<file path="src/rtl/fetch_unit.sv">
// Instruction fetch: owns the PC, issues single-outstanding imem requests and buffers
// returned words with their PC for decode. Define FETCH_PERF_EN to add perf counters.
module fetch_unit #(
    parameter logic [31:0] RESET_PC   = 32'h0000_0000,
    parameter int          FIFO_DEPTH = 2
) (
    input  logic        clk,
    input  logic        rst,
    output logic        imem_req,
    output logic [31:0] imem_addr,
    input  logic        imem_ack,
    input  logic [31:0] imem_rdata,
    input  logic        redirect,
    input  logic [31:0] redirect_pc,
    input  logic        stall,
    output logic        instr_valid,
    output logic [31:0] instruction,
    output logic [31:0] instr_pc
`ifdef FETCH_PERF_EN
    ,
    output logic [31:0] perf_fetched,
    output logic [31:0] perf_flushed
`endif
);

    localparam int PW = (FIFO_DEPTH > 1) ? $clog2(FIFO_DEPTH) : 1;
    localparam int CW = PW + 1;

    localparam logic [1:0] ST_IDLE = 2'd0;
    localparam logic [1:0] ST_REQ  = 2'd1;
    localparam logic [1:0] ST_DROP = 2'd2;

    logic [1:0]    r_state, w_state_nxt;
    logic [31:0]   r_pc, r_drop_addr;
    logic [PW-1:0] r_wr, r_rd;
    logic [CW-1:0] r_cnt, w_cnt_nxt;
    logic [31:0]   r_hold_pc, r_hold_ins;
    logic [31:0]   r_mem_pc  [FIFO_DEPTH];
    logic [31:0]   r_mem_ins [FIFO_DEPTH];
    logic          w_push, w_pop, w_room, w_valid;

    // Redirect overrides both push and pop; the FIFO is simply cleared.
    assign w_valid   = (r_cnt != '0);
    assign w_push    = (r_state == ST_REQ) && imem_ack && !redirect;
    assign w_pop     = w_valid && !stall && !redirect;
    assign w_cnt_nxt = r_cnt + CW'(w_push) - CW'(w_pop);
    assign w_room    = (w_cnt_nxt < CW'(FIFO_DEPTH));

    always_comb begin
        w_state_nxt = r_state;
        if (redirect) begin
            if (r_state == ST_DROP)
                w_state_nxt = imem_ack ? ST_REQ : ST_DROP;
            else if (r_state == ST_REQ && !imem_ack)
                w_state_nxt = ST_DROP;
            else
                w_state_nxt = ST_REQ;
        end else begin
            case (r_state)
                ST_IDLE: if (w_room) w_state_nxt = ST_REQ;
                ST_REQ:  if (imem_ack && !w_room) w_state_nxt = ST_IDLE;
                ST_DROP: if (imem_ack) w_state_nxt = ST_REQ;
                default: w_state_nxt = ST_IDLE;
            endcase
        end
    end

    always_ff @(posedge clk or posedge rst) begin
        if (rst) begin
            r_state     <= ST_IDLE;
            r_pc        <= RESET_PC & ~32'h3;
            r_drop_addr <= RESET_PC & ~32'h3;
            r_wr        <= '0;
            r_rd        <= '0;
            r_cnt       <= '0;
            r_hold_pc   <= '0;
            r_hold_ins  <= '0;
        end else begin
            r_state <= w_state_nxt;
            if (redirect) begin
                r_pc  <= redirect_pc & ~32'h3;
                r_wr  <= '0;
                r_rd  <= '0;
                r_cnt <= '0;
                // The outstanding address must stay on the bus until its ack arrives.
                if (r_state == ST_REQ && !imem_ack)
                    r_drop_addr <= r_pc;
            end else begin
                if (w_push) begin
                    r_pc <= r_pc + 32'd4;
                    r_wr <= r_wr + PW'(1);
                end
                if (w_pop)
                    r_rd <= r_rd + PW'(1);
                r_cnt <= w_cnt_nxt;
            end
            if (w_valid) begin
                r_hold_pc  <= r_mem_pc[r_rd];
                r_hold_ins <= r_mem_ins[r_rd];
            end
        end
    end

    always_ff @(posedge clk) begin
        if (w_push) begin
            r_mem_pc[r_wr]  <= r_pc;
            r_mem_ins[r_wr] <= imem_rdata;
        end
    end

    assign imem_req    = (r_state != ST_IDLE);
    assign imem_addr   = (r_state == ST_DROP) ? r_drop_addr : r_pc;
    assign instr_valid = w_valid;
    // When empty the last head is held rather than exposing stale FIFO slots.
    assign instruction = w_valid ? r_mem_ins[r_rd] : r_hold_ins;
    assign instr_pc    = w_valid ? r_mem_pc[r_rd]  : r_hold_pc;

`ifdef FETCH_PERF_EN
    logic [31:0] r_perf_fetched, r_perf_flushed;
    logic        w_discard;

    assign w_discard = imem_ack && ((r_state == ST_DROP) || (r_state == ST_REQ && redirect));

    always_ff @(posedge clk or posedge rst) begin
        if (rst) begin
            r_perf_fetched <= '0;
            r_perf_flushed <= '0;
        end else begin
            if (w_push)
                r_perf_fetched <= r_perf_fetched + 32'd1;
            r_perf_flushed <= r_perf_flushed + (redirect ? 32'(r_cnt) : 32'd0) + 32'(w_discard);
        end
    end

    assign perf_fetched = r_perf_fetched;
    assign perf_flushed = r_perf_flushed;
`endif

endmodule

</file>
<file path="config.mk">
export PLATFORM = sky130hd
export DESIGN_NAME = fetch_unit
export DESIGN_NICKNAME = d
export VERILOG_FILES = /design/src/rtl/fetch_unit.sv
export SDC_FILE = /design/constraint.sdc
export NUM_CORES = 1
export LEC_CHECK = 0
export ABC_AREA = 1
export CAP_MARGIN = 5
export CORE_MARGIN = 3
export CORE_UTILIZATION = 29
export CTS_CLUSTER_SIZE = 40
export DETAILED_ROUTE_END_ITERATION = 6
export PLACE_DENSITY_LB_ADDON = 0.05
export SETUP_SLACK_MARGIN = 0.4
export SYNTH_ARGS = -nofsm -noshare
export SYNTH_HDL_FRONTEND = slang
export SYNTH_SLANG_ARGS = --single-unit
</file>
<file path="constraint.sdc">
create_clock -name clk -period 5.8 [get_ports clk]
set_clock_uncertainty 0.05 [all_clocks]
set_input_delay 0.58 -clock clk [delete_from_list [all_inputs] [get_ports clk]]
set_output_delay 0.58 -clock clk [all_outputs]
set_load 0.03 [all_outputs]
</file>
==> key figures, run 1 <==
Yosys
  • Mean Syn Cell Area: 9.998 sq um
  • Largest cells by area after synthesis: edfxtp_1, dfrtp_1, nand2_1
  • Synth warn: 0
  • Share of async-settable or async-resettable flops after synthesis: 0.5118
  • Main combinational cell family by area after synthesis: simple AND/OR/NAND/NOR gates
  • Post-synthesis sequential area ratio: 0.6652
  • Main flop type after synthesis: dfrtp_1
  • Post-synthesis compound-gate area fraction: 0.1045
  • Syn Inst Count: 1049
  • Simple-gate portion of the synthesized area: 0.1762
  • Yosys top cell by area: edfxtp_1
  • Synth top area share: 0.3550
  • Synth Area in XOR/XNOR: 0.006681
  • Post-Syn Area: 10490 sq um
  • Mux share of post-synthesis cell area: 0
  • Adder-cell share of the synthesized area: 0.003579
  • Most frequent cell after synthesis: nand2_1
  • #FFs+latches synth: 254
  • EDFF count, synth: 124
  • Synth cell count leaders: nand2_1, a21oi_1, dfrtp_1, nor2_1, edfxtp_1
  • Unique cell type count in the Yosys netlist: 29

Drt
  • DR iter-0 viols: 346
  • DR vias/cell: 4.550
  • Antenna Nets Post-Route: 0
  • Via count: 7689
  • Routed wire length per instance: 17.88 um
  • DR pass1 iterations: 5
  • WL final: 30.21 mm
  • Drc violations: 0

Pwr
  • Switching part of the total: 0.3912
  • Flop pwr share: 0.353
  • Leakage: 5.422 nW
  • PwrDens: 546.1 nW/um^2
  • Net Sw Power: 2.894 mW
  • Power, Total: 7.397 mW
  • Peak supply drop: 0.2762 mV
  • Power share of the clock group: 0.247
  • Internal power: 4.503 mW
  • Logic pwr share: 0.400

Clocking
  • H-Tree Depth: 1
  • Skew-Pair Late Insertion Delay: 0.57 ns
  • Hold Buf Count CTS: 0
  • Clock Tree Root: clkbuf_16
  • Clock buffer count from CTS: 31
  • Clock-pin slew of the registers on the worst-case setup and hold paths: 0.05 ns
  • Clk sinks: 254
  • CTS tree: done
  • Post-CTS Setup Repair Bufs: 0
  • Longest Clk Path Bufs: 3
  • Post-cts sizing count: 0

Critical path
  • Required time worst endpoint: 5.17 ns
  • Worst Path Max Fanout: 33
  • Crit-path slowest cell: nor2_4
  • CP startpoint kind: flop
  • CP Capture Type: primary output
  • Crit path kind: flop to primary output
  • Cell Chain, Critical Path: nor2_4, inv_2, buf_4, nor2_1, a21oi_1, clkdlybuf4s50_1
  • WP data arrival: 3.46 ns
  • Critical path's largest stage delay: 0.67 ns

Global route
  • First-pass GRT wire length: 46.76 mm
  • Initial antenna violation count: 0
  • Largest net degree at the start of global routing: 76
  • Total global routing overflow: 0
  • Total track usage: 0.1559
  • Vias in the first global route: 7803

Timing
  • Slew Limit Fails: 0
  • Period utilization: 0.7056
  • Hold_ws: 0.4332 ns
  • Fin Setup TNS: 0 ns
  • Fin. Hold Viols: 0
  • Rel. slew slack: 0.3796
  • Fin worst setup slack: 1.707 ns
  • Slew @ Worst Pin: 0.9306 ns
  • RSZ-0062 raised after global routing: no
  • Final setup fails: 0
  • Fmax: 244.3 MHz
  • Min Tclk post-route: 4.093 ns

Floorplanning
  • Initial Utilization: 0.2949
  • Die Ht: 196.2 um
  • Die area: 38480 sq um
  • Io pins: 167
  • Core area: 35570 sq um
  • Die Width: 196.2 um
  • Cell row count: 69

Place
  • Detailed Place HPWL: 18.99 mm
  • RePlAce Congestion: 0.7804
  • Post-DP Area: 12580 sq um
  • Placed cell count: 1634
  • Port Buffer Count: 162
  • Place WS: 2.191 ns

Finish
  • Post-layout instance count excluding filler cells: 1690
  • Final Util: 0.3808
  • Fin nets: 1278
  • Area delta synth->final: 29.16%
  • Post-route cell area: 13550 sq um
  • # diodes: 0
  • Share of layout cells above drive strength 1: 0.06998

Run
  • Maxcap violations: 0

Worst hold path
  • Hold Path Class: flop to flop

Status
  • Outcome: finished clean
## final timing paths
check	slack, ns	to	depth (start not counted)	from
max	1.71	instruction[0]	6	r_cnt[1]$_DFF_PP0_
min	0.43	r_drop_addr[23]$_DFFE_PP0P_	2	r_drop_addr[23]$_DFFE_PP0P_
max reg2reg	2.85	r_mem_pc[0][17]$_DFFE_PP_	7	r_state[0]$_DFFE_PP0P_
min reg2reg	0.43	r_drop_addr[23]$_DFFE_PP0P_	2	r_drop_addr[23]$_DFFE_PP0P_
max in group asynchronous	4.15	r_drop_addr[31]$_DFFE_PP0P_	3	rst
min in group asynchronous	0.50	r_hold_ins[24]$_DFF_PP0_	2	rst
## registers in the layout (all words and copies together), names as in the netlist
register / flops
r_mem_pc: 60
r_state: 2
r_drop_addr: 30
r_pc: 30
r_mem_ins: 64
r_cnt: 2
r_rd: 1
r_hold_pc: 32
r_hold_ins: 32
r_wr: 1
## cell families (layout without fill, tap and decap cells)
kind of cell / after synthesis / count (layout)
other: 1 / 2
flip-flops: 254 / 254
XOR/XNOR: 8 / 8
adder cells (fa/ha/maj): 3 / 3
AO/OA/AOI/OAI: 214 / 214
buffers and inverters: 109 / 288
AND/OR/NAND/NOR: 460 / 460
## worst max-delay path: cells and delay by family (launching register included)
kind	cells	cell delay [ns]
AO/OA/AOI/OAI	1	0.07
buffers and inverters	3	1.57
flip-flops	1	0.42
AND/OR/NAND/NOR	2	0.81
## metal layers
metal | part of all wire | vias to the layer above | GRT usage
li1 | - | 3803 | -
met4 | 0.025 | 0 | 0.03961
met2 | 0.47 | 177 | 0.2566
met1 | 0.47 | 3665 | 0.2168
met3 | 0.040 | 44 | 0.02336
met5 | 0 | - | 0
## layout make-up
class | count | area (sq um)
repair buffers | 173 | 1717
clock inverters | 14 | 136.4
well taps | 461 | 576.8
multi-input cells | 687 | 3084
clock buffers | 42 | 827.0
inverters | 59 | 226.5
fillers | 3577 | 22020
flip-flops and latches | 254 | 6978
## placed cells by master, fill, tap and decap left out, types with 2 or more instances in the layout
master	netlist	final
o21ai_1	3	3
conb_1	1	2
a21oi_1	132	132
a31oi_1	2	2
inv_2	7	8
clkinv_1	0	2
o21ai_0	68	68
nor2_1	125	123
clkdlybuf4s50_1	0	162
bufinv_16	0	2
inv_1	52	50
nand2_1	275	275
o21bai_1	2	2
clkinv_2	0	8
buf_4	5	10
o211ai_1	6	6
dfrtp_1	130	129
ha_1	3	3
edfxtp_1	124	124
clkbuf_1	24	10
nor2_4	3	7
nand2_2	5	5
clkbuf_16	0	31
nor2_2	10	8
xor2_1	7	7
nand3_1	39	39
## power by group through the flow
stage	sequential (mW)	combinational [mW]	clock [mW]
finish	2.61	2.96	1.83
global route	2.67	3.21	1.97
global placement	2.64	2.99	0
CTS	2.62	3.01	1.90
detailed placement	2.65	2.99	0
floorplan	2.57	1.82	0
Power figures use the tool's default switching activity.
==> inputs of run 2 (changes only) <==
- clock period: 5.8 -> 3.4 ns (I/O delays scaled with it)
==> key figures, run 2 (same netlist as run 1, synthesis figures left out) <==
Status
  • Outcome: finished clean

Global route
  • First-pass GRT wire length: 46.55 mm
  • Total global routing overflow: 0
  • Initial antenna violation count: 0
  • Vias in the first global route: 7874
  • Largest net degree at the start of global routing: 61
  • Total track usage: 0.1550

Critical path
  • Required time worst endpoint: 3.01 ns
  • Beginning of the critical path: r_rd$_DFFE_PP0P_
  • Worst Path Max Fanout: 32
  • Setup crit end: instr_pc[18]
  • FF-to-FF Start: r_cnt[1]$_DFF_PP0_
  • CP startpoint kind: flop
  • Crit path kind: flop to primary output
  • CP Capture Type: primary output
  • FF-to-FF End: r_state[0]$_DFFE_PP0P_
  • Reg2Reg Depth: 15
  • WP data arrival: 2.43 ns
  • R2R setup slack: 1.11 ns

Drt
  • DR iter-0 viols: 395
  • Via count: 7634
  • Antenna Nets Post-Route: 0
  • DR vias/cell: 4.499
  • DR pass1 iterations: 7
  • Routed wire length per instance: 17.80 um
  • Drc violations: 0
  • WL final: 30.20 mm

Pwr
  • Leakage: 5.734 nW
  • Peak supply drop: 0.5301 mV
  • PwrDens: 898.4 nW/um^2

Timing
  • Min Tclk post-route: 2.821 ns
  • Period utilization: 0.8299
  • Slew @ Worst Pin: 0.7431 ns
  • Fin Setup TNS: 0 ns
  • Fin worst setup slack: 0.5785 ns
  • Final setup fails: 0
  • Fin. Hold Viols: 0
  • Slew Limit Fails: 0
  • Fmax: 354.4 MHz
  • RSZ-0062 raised after global routing: no
  • Rel. slew slack: 0.5035

Floorplanning
  • Die Ht: 196.2 um
  • Core area: 35570 sq um
  • Cell row count: 69
  • Die Width: 196.2 um
  • Die area: 38480 sq um
  • Io pins: 167
  • Initial Utilization: 0.2949

Place
  • Post-DP Area: 12690 sq um
  • Port Buffer Count: 162
  • Detailed Place HPWL: 19.80 mm
  • Place WS: 0.7024 ns
  • RePlAce Congestion: 0.7447
  • Placed cell count: 1644

Clocking
  • Longest Clk Path Bufs: 3
  • Clock buffer count from CTS: 29
  • Clk sinks: 254
  • H-Tree Depth: 1
  • Skew-Pair Late Insertion Delay: 0.55 ns
  • Clock Tree Root: clkbuf_16
  • CTS tree: done
  • Clock-pin slew of the registers on the worst-case setup and hold paths: 0.06 ns

Finish
  • Most frequent cells in the layout: nand2_1, a21oi_1, dfrtp_1
  • Max reg flops: 64
  • Area delta synth->final: 30.37%
  • Post-layout instance count excluding filler cells: 1697
  • Most common library cell in the layout ignoring fill and taps: nand2_1
  • Share of layout cells above drive strength 1: 0.07929
  • Fin nets: 1286
  • Top reg by flops: r_mem_ins
  • Top Registers: r_mem_ins: 64 flops, r_mem_pc: 60 flops
  • Post-route cell area: 13670 sq um
  • # diodes: 0

Worst hold path
  • Hold Path Class: primary input to asynchronous set/reset pin

Run
  • Maxcap violations: 0
==> run 2: critical path, cell delays in order, from the launching register on <==
cell and delay (ns):
dfrtp_4 0.60, inv_2 0.12, buf_6 0.27, nand2_1 0.10, a21oi_1 0.35, dlygate4sd2_1 0.45
==> run 2: cell type report <==
class,instances,area (sq um)
inverter,59,225.2
fill,3592,21900
sequential,254,6980
timing repair buffer,183,1909
tap,461,576.8
multi-input combinational,687,3084
clock buffer,37,785.8
clock inverter,16,111.4
==> run 2: layer usage <==
layer  wire (um)  track usage
met5           0            0
met4         339      0.02773
met3        1413      0.02628
met2       14450       0.2618
met1       14000       0.2129
==> run 2: power breakdown <==
part	switching [mW]	internal (mW)
combinational	3.24	1.62
clock	1.24	1.70
sequential	0.424	4.05
==> run 2: through the flow <==
stage	hold WS (ns)	power, mW	utilization
after floorplan	0.3889	7.477	-
after global routing	0.2462	13.08	0.3844
after global placement	0.4174	9.655	0.3569
final	0.2160	12.28	0.3844
after detailed placement	0.4234	9.689	0.3569
after CTS	0.2232	12.56	0.3817
==> run 2: timing repair <==
action / in CTS / in global routing
setup endpoints to repair: 62 / 46
setup buffers: 0 / 0
hold buffers: 0 / 0
resized for setup: 34 / 38
==> run 2: how the worst min path moves through the flow <==
stage / from / end
after floorplan: imem_rdata[0] / r_mem_ins[0][0]$_DFFE_PP_
after global placement: r_drop_addr[7]$_DFFE_PP0P_ / r_drop_addr[7]$_DFFE_PP0P_
after detailed placement: r_drop_addr[2]$_DFFE_PP0P_ / r_drop_addr[2]$_DFFE_PP0P_
after CTS: rst / r_hold_pc[19]$_DFF_PP0_
after global routing: rst / r_hold_pc[19]$_DFF_PP0_
final: rst / r_hold_pc[3]$_DFF_PP0_
==> inputs of run 3 (changes only) <==
- clock period: 3.4 -> 2.3 ns (I/O delays scaled with it)
==> key figures, run 3 (same netlist as run 1, synthesis figures left out) <==
Floorplanning
  • Initial Utilization: 0.2949
  • Io pins: 167
  • Die Width: 196.2 um
  • Die Ht: 196.2 um
  • Core area: 35570 sq um
  • Cell row count: 69
  • Die area: 38480 sq um

Finish
  • Fillers: 3346
  • Area delta synth->final: 57.91%
  • Post-layout instance count excluding filler cells: 1816
  • # diodes: 0
  • Top reg by flops: r_mem_ins
  • Most common library cell in the layout ignoring fill and taps: nand2_1
  • Top Registers: r_mem_ins: 64 flops, r_mem_pc: 60 flops
  • Fin nets: 1403
  • Max reg flops: 64
  • Most frequent cells in the layout: nand2_1, dfrtp_1, edfxtp_1
  • Share of layout cells above drive strength 1: 0.3137

Clocking
  • Skew-Pair Late Insertion Delay: 0.56 ns
  • Hold Buf Count CTS: 0
  • CTS tree: done
  • H-Tree Depth: 1
  • Longest Clk Path Bufs: 3
  • Clock Tree Root: clkbuf_16
  • Clock buffer count from CTS: 30
  • Clock-pin slew of the registers on the worst-case setup and hold paths: 0.06 ns
  • Clk sinks: 254

Critical path
  • Required time worst endpoint: 2.02 ns
  • WP data arrival: 1.98 ns
  • Crit path kind: flop to primary output
  • Beginning of the critical path: r_cnt[0]$_DFF_PP0_
  • Cell Chain, Critical Path: nor2_4, buf_12, buf_12, buf_16, buf_12, a21oi_4, a21oi_2, buf_6
  • CP Capture Type: primary output
  • Worst Path Max Fanout: 5
  • Crit-path slowest cell: dfrtp_1
  • CP startpoint kind: flop
  • Critical path's largest stage delay: 0.42 ns
  • Crit path top cell by count: buf_12
  • FF-to-FF Start: r_state[0]$_DFFE_PP0P_

Drt
  • Routed wire length per instance: 19.15 um
  • DR pass1 iterations: 4
  • Antenna Nets Post-Route: 0
  • Via count: 8341
  • DR vias/cell: 4.593
  • DR iter-0 viols: 308
  • WL final: 34.78 mm
  • Drc violations: 0

Timing
  • Fin. Hold Viols: 0
  • Period utilization: 0.9837
  • Rel. slew slack: 0.5239
  • Fin Setup TNS: 0 ns
  • Slew @ Worst Pin: 0.7127 ns
  • Slew Limit Fails: 0
  • Fmax: 442.0 MHz
  • RSZ-0062 raised after global routing: yes
  • Min Tclk post-route: 2.263 ns
  • Final setup fails: 0

Global route
  • Initial antenna violation count: 0
  • Largest net degree at the start of global routing: 63
  • Total track usage: 0.1657
  • First-pass GRT wire length: 49.27 mm
  • Vias in the first global route: 8139
  • Total global routing overflow: 0

Pwr
  • Power share of the clock group: 0.192
  • PwrDens: 1394 nW/um^2
  • Switching part of the total: 0.3801
  • Power, Total: 23.09 mW
  • Internal power: 14.32 mW
  • Flop pwr share: 0.290
  • Net Sw Power: 8.779 mW
  • Leakage: 7.033 nW
  • Peak supply drop: 1.005 mV
  • Logic pwr share: 0.518

Status
  • Outcome: finished clean

Place
  • Placed cell count: 1683
  • Port Buffer Count: 162
  • RePlAce Congestion: 0.7593
  • Detailed Place HPWL: 20.17 mm

Run
  • Maxcap violations: 0

Worst hold path
  • Hold Path Class: primary input to asynchronous set/reset pin
## run 3: changes by cell type in the layout (fill, tap and decap cells not counted), moves of 31 or more
cell | previous run | this run
a21oi_1 | 132 | 99
buf_4 | 11 | 71
nand2_1 | 275 | 241
clkdlybuf4s50_1 | 97 | 66
buf_6 | 6 | 53
buf_12 | 4 | 82
dlymetal6s2s_1 | 37 | 0
a21oi_2 | 0 | 32
## run 3: per-stage QoR
step / util / hold WS (ns) / setup slack [ns] / instance area, sq um
after detailed placement: 0.3823 / 0.4235 / 0.1385 / 13600
after global placement: 0.3823 / 0.4172 / 0.1247 / 13600
after CTS: 0.4260 / 0.09418 / -0.005163 / 15150
after floorplan: - / 0.2789 / 0.06374 / 10520
final: 0.4656 / 0.07832 / 0.03749 / 16560
after global routing: 0.4656 / 0.1157 / -0.02501 / 16560
## run 3: critical path: cells and delay by family (launching register included)
family / cells / cell delay, ns
buffers and inverters: 5 / 0.67
flip-flops: 1 / 0.42
AO/OA/AOI/OAI: 2 / 0.21
AND/OR/NAND/NOR: 1 / 0.12
## run 3: path summary, 6_finish.rpt
kind	to	slack, ns	depth (start not counted)
max	instruction[5]	0.04	8
min	r_hold_pc[7]$_DFF_PP0_	0.08	2
max reg2reg	r_mem_pc[0][29]$_DFFE_PP_	0.08	13
min reg2reg	r_drop_addr[8]$_DFFE_PP0P_	0.46	2
max in group asynchronous	r_pc[16]$_DFFE_PP0N_	1.47	3
min in group clk	r_mem_ins[1][14]$_DFFE_PP_	0.20	1
## run 3: routing by layer
layer	global-route usage	part of all wire	vias up
met1	0.2228	0.44	4058
li1	-	-	4069
met4	0.04595	0.024	0
met2	0.2795	0.50	167
met3	0.02576	0.036	47
met5	0	0	-
## run 3: what timing repair did
item	CTS	global route
cloned	6	18
endpoints found under the setup margin	119	226
resized for setup	120	192
buffers inserted	9	44
pin swaps	9	26
## run 3: area by class of cell
| class | count | area, sq um | area share |
|---|---|---|---|
| clock buffer | 43 | 839.6 | 0.05070 |
| clock inverter | 13 | 81.33 | 0.004911 |
| inverter | 59 | 251.5 | 0.01519 |
| multi-input combinational | 687 | 3826 | 0.2310 |
| sequential | 254 | 6980 | 0.4215 |
| tap | 461 | 576.8 | 0.03483 |
| timing repair buffer | 299 | 4005 | 0.2418 |
## run 3: power by group through the flow
stage	registers, mW	clock network (mW)	logic, mW
after CTS	6.61	4.59	10.7
after detailed placement	6.65	0	9.79
after floorplan	6.47	0	4.59
after global routing	6.82	4.75	12.8
after global placement	6.64	0	9.77
final	6.70	4.44	12.0
==> RTL edit 1, RTL diff (settings of run 1) <==
Change the parameter `FIFO_DEPTH` from 2 to 4.
--- a/src/rtl/fetch_unit.sv
+++ b/src/rtl/fetch_unit.sv
@@ -3,5 +3,5 @@
 module fetch_unit #(
     parameter logic [31:0] RESET_PC   = 32'h0000_0000,
-    parameter int          FIFO_DEPTH = 2
+    parameter int          FIFO_DEPTH = 4
 ) (
     input  logic        clk,
Function: changed (Yosys sat finds a counterexample within 4 cycles, from zero or initial values and one cycle with rst high).
==> RTL edit 1 against run 1 <==
- synthesized area up 48%
- sequential cell count up 127
- wire length up 45%
- clock power up 56%
- setup slack worse by 0.43 ns
- die area up 47%
- first-iteration DRC count up 71%
- total power up 46%
- register-to-register slack worse by 0.98 ns
- final area up 43%
- cell count up 38%
- critical path depth down 1
- largest cell class unchanged
==> RTL edit 1: results (changes against run 1) <==
Status
  • Status: completed

Route
  • Avg Vias per Cell: 4.54 (-0.16%)
  • Final wirelength: 43.9 mm (+45%)
  • Routed length per instance: 18.8 um (+5.1%)
  • Met2 Wirelength: 20.5 mm (+45%)
  • Routed wl met3: 1.74 mm (+44%)
  • Initial DRC count: 592 (+71%)

Critical path
  • Crit-path max cell delay: 0.82 ns (+0.15 ns)
  • Critical path peak fanout: 56 (+70%)
  • Crit path DAT: 3.89 ns (+0.43 ns)
  • Slowest CP cell: dfrtp_4

Placed design
  • DP HPWL: 25.8 mm (+36%)
  • Pre-CTS setup slack: 1.31 ns (-0.882 ns)
  • RePlAce Congestion: 0.766 (-1.9%)
  • Placed Instance Area: 0.0179 mm2 (+42%)

Logic synthesis
  • Xor/xnor share of the synthesized area: 0.507% (-0.16 points)
  • Area share of fa/ha/maj cells after synthesis: 0.692% (+0.33 points)
  • Synth top cells by count: nor2_1 (386), edfxtp_1 (248), nand2_1 (207)
  • Ys async rst share: 34.9% (-16 points)
  • Commonest register cell after synthesis: edfxtp_1
  • Post-synth EDFFs: 248 (+100%)
  • Synth Area per Inst: 10.6 um2 (+6.2%)
  • Largest cells by area after synthesis: edfxtp_1 (48%), dfrtp_1 (21%), nor2_1 (9.3%)

Global routing
  • GR Layer Usage met1: 21.3% (-0.42 points)
  • Met3 global-route usage: 3.10% (+0.76 points)
  • First-pass GRT wire length: 66.5 mm (+42%)
  • Total track usage: 15.6% (-0.029 points)
  • Largest net degree at the start of global routing: 84 (+11%)
  • GR Layer Usage met2: 25.5% (-0.21 points)
  • Number of global-route vias before repair: 10.7k (+37%)

Clock tree
  • H-tree Lvls: 2 (+1)
  • Number of CTS-inserted buffers: 45 (+45%)

Power
  • Pwr dens: 557 mW/mm2 (+1.9%)
  • Sw Ratio: 39.0% (-0.12 points)
  • Leakage power: 7.14 nW (+32%)
  • Sequential power: 0.00376 W (+44%)
  • Peak supply drop: 0.247 mV (-11%)
  • Power share of the combinational group: 38.8% (-1.2 points)

Finish
  • Nets: 1,690 (+32%)
  • Largest regs: r_mem_ins (128), r_mem_pc (120)
-- RTL edit 1: worst paths after layout --
path,slack [ns],end,cells after the start,startpoint
worst max register to register,1.87,r_mem_ins[1][18]$_DFFE_PP_,7,r_state[0]$_DFFE_PP0P_
worst max-delay path,1.28,instr_pc[13],5,r_rd[0]$_DFFE_PP0P_
worst min-delay path,0.43,r_drop_addr[5]$_DFFE_PP0P_,2,r_drop_addr[5]$_DFFE_PP0P_
worst min register to register,0.43,r_drop_addr[5]$_DFFE_PP0P_,2,r_drop_addr[5]$_DFFE_PP0P_
max in group asynchronous,4.11,r_hold_pc[29]$_DFF_PP0_,3,rst
min in group asynchronous,0.45,r_hold_ins[5]$_DFF_PP0_,2,rst
-- RTL edit 1: layout make-up --
type	instances	area, um2
multi-input cells	941	4230
clock inverters	21	205
flip-flops and latches	381	10800
clock buffers	63	1290
inverters	65	253
fillers	5243	33400
well taps	688	861
repair buffers	179	1760
==> RTL edit 2, RTL diff (config.mk and constraints of run 1) <==
Made on the original files. Build with the macro `FETCH_PERF_EN` defined.
--- a/src/rtl/fetch_unit.sv
+++ b/src/rtl/fetch_unit.sv
@@ -1,4 +1,6 @@
 // Instruction fetch: owns the PC, issues single-outstanding imem requests and buffers
 // returned words with their PC for decode. Define FETCH_PERF_EN to add perf counters.
+`define FETCH_PERF_EN
+
 module fetch_unit #(
     parameter logic [31:0] RESET_PC   = 32'h0000_0000,
Function (old outputs only; new: perf_fetched and perf_flushed): kept (equiv_simple and equiv_induct, registers matched by name and starting in step).
==> RTL edit 2 against run 1 <==
- sequential cell count up 64
- fmax up 3.8%
- wire length up 44%
- total power up 20%
- global-route usage up 1.4 points
- final area up 36%
- setup slack better by 0.15 ns
- synthesized area up 35%
- highest routed layer unchanged
==> RTL edit 2: results (changes against run 1) <==
Placed design
  • RePlAce Congestion: 0.830 (+6.3%)
  • Port bufs: 226 (+40%)
  • DP HPWL: 28.9 mm (+52%)

Critical path
  • Reg-to-Reg Start: r_state[1]$_DFFE_PP0P_
  • Worst reg2reg path depth: 11 (+4)
  • Setup slack, reg-to-reg: 2.53 ns (-0.32 ns)
  • Critical path peak fanout: 38 (+15%)
  • FF-to-FF End: perf_flushed[30]$_DFF_PP0_
  • Crit path DAT: 3.31 ns (-0.15 ns)

Logic synthesis
  • Sequential area share after synthesis: 60.4% (-6.1 points)
  • Ys Warns: 0 (unchanged)
  • Ys async rst share: 61.0% (+9.8 points)
  • Distinct cells, synth: 38 (+31%)
  • Synth Area per Inst: 9.08 um2 (-9.2%)
  • Largest cells by area after synthesis: dfrtp_1 (34%), edfxtp_1 (26%), nand2_1 (12%)
  • Synth top cells by count: nand2_1 (458), nor2_1 (216), dfrtp_1 (194)

Route
  • Routed length per instance: 17.9 um (about the same)
  • Avg Vias per Cell: 4.59 (+0.81%)
  • Initial DRC count: 638 (+84%)

Finish
  • Share of cells above drive strength 1: 5.89% (-1.1 points)
  • Nets: 1,867 (+46%)
  • Final Instance Count excl. Fillers: 2,433 (+44%)

Global routing
  • First-pass GRT wire length: 66.8 mm (+43%)
  • Largest net degree at the start of global routing: 165 (+120%)
  • Total track usage: 17.0% (+1.4 points)
  • Number of global-route vias before repair: 11.3k (+44%)

Clock tree
  • Post-CTS Setup Bufs: 0 (unchanged)
  • H-tree Lvls: 2 (+1)
  • Number of CTS-inserted buffers: 40 (+29%)

STA
  • Worst slew pin tran: 1.16 ns (+0.229 ns)
  • Fin Setup TNS: 0 ns (unchanged)

Status
  • Status: completed

Power
  • Leakage power: 7.59 nW (+40%)
  • Peak supply drop: 0.241 mV (-13%)

Worst hold path
  • Worst hold path depth: 1 (-1)
  • Sink of the worst hold path: perf_flushed[31]$_DFF_PP0_
  • Hold Startpoint: perf_flushed[31]$_DFF_PP0_
==> RTL edit 2: metal layers <==
layer | wire [um] | global-route usage [%]
met3 | 2540 | 4.35
met5 | 0 | 0
met4 | 936 | 5.10
met1 | 19300 | 21.7
met2 | 20700 | 28.5
==> RTL edit 2: area by class of cell <==
type                    count  area [um2]
flip-flops and latches    318        8580
inverters                 113         429
clock buffers              58        1160
fillers                  4901       29600
clock inverters            11        97.6
multi-input cells        1079        4980
repair buffers            239        2380
well taps                 615         769
==> RTL edit 2: kinds of logic after synthesis <==
group / after synthesis / synth area share (%)
AND/OR/NAND/NOR: 806 / 23.5
flip-flops: 318 / 60.4
AO/OA/AOI/OAI: 220 / 7.90
buffers and inverters: 168 / 4.71
XOR/XNOR: 44 / 2.71
adder cells (fa/ha/maj): 7 / 0.723
other: 1 / 0.0264
==> RTL edit 2: worst max-delay path, stage by stage, from the launching register on <==
cell	delay, ns
dfrtp_1	0.43
nor2_4	0.05
buf_4	0.22
clkinv_2	0.38
buf_4	0.52
nor2_1	0.08
a21oi_1	0.30
clkdlybuf4s50_1	0.74
==> RTL edit 2: how the worst max path moves through the flow <==
stage | start | endpoint | cells past startpoint
floorplan | redirect | r_mem_ins[1][0]$_DFFE_PP_ | 5
global placement | redirect | perf_flushed[30]$_DFF_PP0_ | 12
detailed placement | redirect | perf_flushed[30]$_DFF_PP0_ | 12
CTS | r_cnt[1]$_DFF_PP0_ | instr_pc[21] | 7
global route | r_cnt[1]$_DFF_PP0_ | instr_pc[21] | 7
finish | r_cnt[1]$_DFF_PP0_ | instr_pc[21] | 7
==> RTL edit 2: stage by stage <==
| step | area (um2) | util, % | power, W | hold slack (ns) | setup WS [ns] |
|---|---|---|---|---|---|
| final | 18400 | 38.3 | 0.00890 | 0.426 | 1.86 |
| after global routing | 18400 | 38.3 | 0.00947 | 0.455 | 1.62 |
| after CTS | 18400 | 38.3 | 0.00909 | 0.426 | 1.72 |
| after detailed placement | 17100 | 35.7 | 0.00661 | 0.414 | 1.99 |
| after global placement | 17100 | 35.7 | 0.00657 | 0.415 | 2.02 |
| after floorplan | 14200 | - | 0.00515 | 0.403 | 1.49 |
==> RTL edit 2: power breakdown <==
group	leakage, nW	internal (W)	switching (W)
combinational	3.46	0.00117	0.00215
sequential	3.51	0.00288	0.000310
clock	0.621	0.00143	0.000968
total	7.59	0.00547	0.00343
